File: src/rtl/sfx_scheduler_pkg.sv
// apu_sched_pkg: shared state encoding and requester indices for the sound-effect scheduler
package apu_sched_pkg;
    typedef enum logic [1:0] {IDLE, START, PLAY, COOLDOWN} sched_state_t;
    localparam int NUM_REQ = 3;
    localparam logic [1:0] SFX_SHEEP = 2'd0;
    localparam logic [1:0] SFX_SWORD = 2'd1;
    localparam logic [1:0] SFX_PLAYER = 2'd2;
    function automatic logic [NUM_REQ-1:0] id_mask(input logic [1:0] id);
        return NUM_REQ'(1) << id;
    endfunction
endpackage

File: src/rtl/sfx_scheduler_pri_enc.sv
// sfx_pri_enc: highest-index-wins encoder over the three requesters
module sfx_pri_enc
    import apu_sched_pkg::*;
(
    input  logic [NUM_REQ-1:0] req,
    output logic               valid,
    output logic [1:0]         idx
);
    assign valid = |req;
    assign idx = req[SFX_PLAYER] ? SFX_PLAYER : req[SFX_SWORD] ? SFX_SWORD : SFX_SHEEP;
endmodule

File: src/rtl/sfx_scheduler.sv
// sfx_scheduler: queues collision requests and grants the single effect voice by fixed priority
module sfx_scheduler
    import apu_sched_pkg::*;
#(
    parameter int SFX_FRAMES      = 30,
    parameter int COOLDOWN_FRAMES = 4,
    parameter int STEP_W          = 5
) (
    input  logic              clk,
    input  logic              rst_n,
    input  logic              frame_tick,
    input  logic [2:0]        req,
    output logic              sfx_start,
    output logic              sfx_active,
    output logic [1:0]        sfx_id,
    output logic [STEP_W-1:0] sfx_step,
    output logic [2:0]        pending,
    output logic              busy
);
    localparam int CD_W = COOLDOWN_FRAMES > 1 ? $clog2(COOLDOWN_FRAMES) : 1;
    localparam logic [STEP_W-1:0] STEP_LAST = STEP_W'(SFX_FRAMES - 1);
    localparam logic [CD_W-1:0] CD_LAST = CD_W'(COOLDOWN_FRAMES > 0 ? COOLDOWN_FRAMES - 1 : 0);
    localparam sched_state_t AFTER_PLAY = COOLDOWN_FRAMES == 0 ? IDLE : COOLDOWN;

    sched_state_t state;
    logic [2:0] req_q, rise, clr;
    logic [CD_W-1:0] cd_cnt;
    logic p_valid, grant;
    logic [1:0] p_idx;

    sfx_pri_enc u_pri (.req(pending), .valid(p_valid), .idx(p_idx));

    // preemption only by a strictly higher index; equal or lower waits
    assign grant = p_valid && (state == IDLE || (state == PLAY && p_idx > sfx_id));
    assign rise = req & ~req_q;
    assign clr = grant ? id_mask(p_idx) : 3'b000;
    assign sfx_start = state == START;
    assign sfx_active = state == START || state == PLAY;
    assign busy = state != IDLE;

    always_ff @(posedge clk) begin
        if (!rst_n) begin
            state <= IDLE;
            req_q <= '0;
            pending <= '0;
            sfx_id <= '0;
            sfx_step <= '0;
            cd_cnt <= '0;
        end else begin
            req_q <= req;
            pending <= (pending & ~clr) | rise;
            if (grant) begin
                state <= START;
                sfx_id <= p_idx;
                sfx_step <= '0;
            end else begin
                case (state)
                    START: state <= PLAY;
                    PLAY: if (frame_tick) begin
                        if (sfx_step == STEP_LAST) begin
                            sfx_step <= '0;
                            cd_cnt <= '0;
                            state <= AFTER_PLAY;
                        end else begin
                            sfx_step <= sfx_step + STEP_W'(1);
                        end
                    end
                    COOLDOWN: if (frame_tick) begin
                        cd_cnt <= cd_cnt == CD_LAST ? '0 : cd_cnt + CD_W'(1);
                        if (cd_cnt == CD_LAST) state <= IDLE;
                    end
                    default: ;
                endcase
            end
        end
    end
endmodule
File: config.mk
export PLATFORM = sky130hd
export DESIGN_NAME = sfx_scheduler
export DESIGN_NICKNAME = d
export VERILOG_FILES = /design/src/rtl/sfx_scheduler_pkg.sv /design/src/rtl/sfx_scheduler_pri_enc.sv /design/src/rtl/sfx_scheduler.sv
export SDC_FILE = /design/constraint.sdc
export NUM_CORES = 1
export LEC_CHECK = 0
export CAP_MARGIN = 20
export CELL_PAD_IN_SITES_DETAIL_PLACEMENT = 2
export CELL_PAD_IN_SITES_GLOBAL_PLACEMENT = 2
export CORE_MARGIN = 2
export CORE_UTILIZATION = 32
export DETAILED_ROUTE_END_ITERATION = 10
export GPL_TIMING_DRIVEN = 0
export PLACE_DENSITY = 0.9
export SLEW_MARGIN = 20
export SYNTH_ARGS = -nofsm -noshare
export SYNTH_HDL_FRONTEND = slang
export SYNTH_SLANG_ARGS = --single-unit
File: constraint.sdc
create_clock -name clk -period 2.5 [get_ports clk]
set_input_delay 0.375 -clock clk [delete_from_list [all_inputs] [get_ports clk]]
set_output_delay 0.375 -clock clk [all_outputs]
set_load 0.005 [all_outputs]
==> flow_summary_export.csv <==
group,metric,value,unit
drt,drc,2,
status,status,"complete, but fails checks",
yosys,yosysTopAreaCell,"dfxtp_1",
sta,drv_slew,0,
setup_path,critPathMostFrequentCell,"inv_1",
floorplan,fp.dieW,58.80,um
yosys,synth-seq-area-share,35.42,%
run,drv_cap,0,
sta,final-setup-viol-count,0,
yosys,synthAdderAreaFrac,13.02,%
final_layout,antenna_cells,0,
global_route,grt_use_total,17.99,%
final_layout,area_growth,25.65,%
floorplan,fp.dieArea,0.003457,sq mm
drt,vias,877,
cts,root_buffer,"clkbuf_4",
sta,skew,11.48,ps
yosys,yosys.area.top_type_share,35.42,%
cts,cts_max_level,1,
yosys,synth_warnings,0,
sta,tightest_slew,478.6,ps
setup_path,start_kind,"flip-flop",
yosys,synth_xor_area_share,0,%
pwr,peakVddDrop,0.2977,mV
floorplan,chipHeight,58.80,um
yosys,synth-compound-area-share,19.79,%
sta,fin_crit_sh,82.75,%
global_route,grt_pass1_vias,956,
sta,fmax,483.4,MHz
setup_path,cp_max_fo,4,
global_route,antenna_found_initial,0,
setup_path,worst-path-buf-inv,3,
yosys,synth_cells,110,
setup_path,arrival,1690,ps
drt,dr.pass1.iters,7,
yosys,postSynth.asyncResetShare,0,%
sta,fin_hold_ws,449.0,ps
yosys,yosysUniqueCellTypes,34,
global_route,grt_pass1_wl,4567,um
setup_path,endpoint_kind,"output pin",
setup_path,critPathMaxStageDelay,500,ps
yosys,synth_most_common_cell,"dfxtp_1",
setup_path,worst_path_max_delay_cell,"clkdlybuf4s50_1",
yosys,synthTopCellsByArea,"dfxtp_1, ha_1, a21oi_1, inv_1, mux2i_1",
cts,insertion_delay,320,ps
floorplan,rows,19,
cts,cts_tree,"built",
cts,hold_buffers,0,
setup_path,crit_family,"buffers and inverters",
sta,rsz0062_at_grt,"false",
cts,cts.sinks,17,
yosys,postSynthAreaPerCell,8.736,sq um
yosys,synth-edff-count,0,
placement,port-buffer-count,18,
cts,cts.clk_slew.worst_paths,120,ps
yosys,synthTopCellsByCount,"dfxtp_1, a21oi_1, ha_1",
setup_path,crit_chain,"inv_1 -> ha_1 -> inv_1 -> clkdlybuf4s50_1",
cts,ctsLongestPathBuffers,2,
global_route,grt_max_degree,11,
drt,drtAntennaViolNets,0,
pwr,p_leak,0.4694,nW
final_layout,nets,149,
floorplan,core_area,0.002805,sq mm
setup_path,criticalPathCategory,"flip-flop to output pin",
yosys,synth_ff_type,"dfxtp_1",
sta,tns,0,ps
yosys,synth_top_family_by_area,"simple AND/OR/NAND/NOR gates",
setup_path,required,2120,ps
global_route,gr-total-overflow,0,
drt,wl_per_cell,16.63,um
sta,slew_headroom,68.10,%
pwr,cellPowerDensity,767.5,mW/mm^2
final_layout,drive_above_1_share,8.333,%
yosys,syn_nets,126,
cts,cts_made_buffers,3,
yosys,ys_ff_latch,17,
placement,hpwlAfterDp,2081,um
floorplan,start_util,34.26,%
drt,drt_wl_total,2710,um
sta,fin_crit,2069,ps
drt,drt_first_iter_violations,16,
drt,viasPerCell,5.380,
status,failed_checks,"DRC",
sta,hold_violations,0,
yosys,syn-cell-area,960.9,sq um
cts,post-cts-setup-buffer-count,0,
min_path,min_path_type,"flip-flop to flip-flop",
floorplan,num_io_pins,19,
yosys,synth-simple-area-share,23.18,%
cts,cts_resized,0,
placement,gp_congestion,0.7418,
yosys,muxShareOfSynthArea,3.125,%
==> per-stage QoR <==
step | worst slack (ps) | instances | util, % | power (W) | area, sq um
after floorplan | 901.0 | 110 | - | 0.0006022 | 960.9
after global placement | 738.4 | 159 | 42.06 | 0.0007412 | 1180
after detailed placement | 683.3 | 159 | 42.06 | 0.0007749 | 1180
after CTS | 412.7 | 163 | 43.04 | 0.0009358 | 1207
after global routing | 310.6 | 163 | 43.04 | 0.0009956 | 1207
final | 431.2 | 163 | 43.04 | 0.0009266 | 1207
==> cell usage in the layout, fill, tap and decap left out, types with 3 or more instances in the layout <==
cell,count
nand2b_1,4
nand3_1,5
nor2_1,7
ha_1,10
nand2_1,8
dfxtp_1,17
mux2i_1,3
o21ai_0,5
a21oi_1,13
inv_1,9
clkdlybuf4s50_1,18
clkbuf_4,3
==> per-layer routing <==
metal	up-vias	global-route usage (%)	wire length, um
li1	431	-	-
met1	424	21.62	1166
met2	15	31.59	1413
met3	7	1.978	61
met4	0	8.766	68
met5	-	0	0
==> cells by family after synthesis <==
group / count (synthesis)
AOI/OAI and AO/OA: 27
adders and majority gates: 10
buffers and inverters: 12
DFF: 17
muxes: 3
and+or+nand+nor: 41
==> sequential cells by signal (all words and copies together) (netlist names) <==
| register | flops |
|---|---|
| sfx_step | 5 |
| req_q | 3 |
| cd_cnt | 2 |
| pending | 3 |
| state | 2 |
| sfx_id | 2 |
==> final cells by class <==
class                      count  area (sq um)
fill                         337          1598
tap                           31         38.79
clock inverter                 1         5.005
inverter                       9         33.78
multi-input combinational     81         568.0
sequential                    17         340.3
buffer                         3         18.77
clock buffer                   3         22.52
timing repair buffer          18         180.2
==> report_power, final <==
group / leakage (nW) / internal [W] / switching [W]
sequential: 0.139 / 0.000300 / 0.0000330
combinational: 0.313 / 0.000205 / 0.000223
clock: 0.0177 / 0.0000600 / 0.000106
total: 0.469 / 0.000565 / 0.000361
==> final timing paths <==
path | from | to | slack, ps | depth (start not counted)
max reg2reg | pending[2] | pending[1] | 700 | 6
min reg2reg | req_q[1] | pending[1] | 450 | 1
min | req_q[1] | pending[1] | 450 | 1
max | state[0] | busy | 430 | 4
Power figures use the tool's default switching activity.
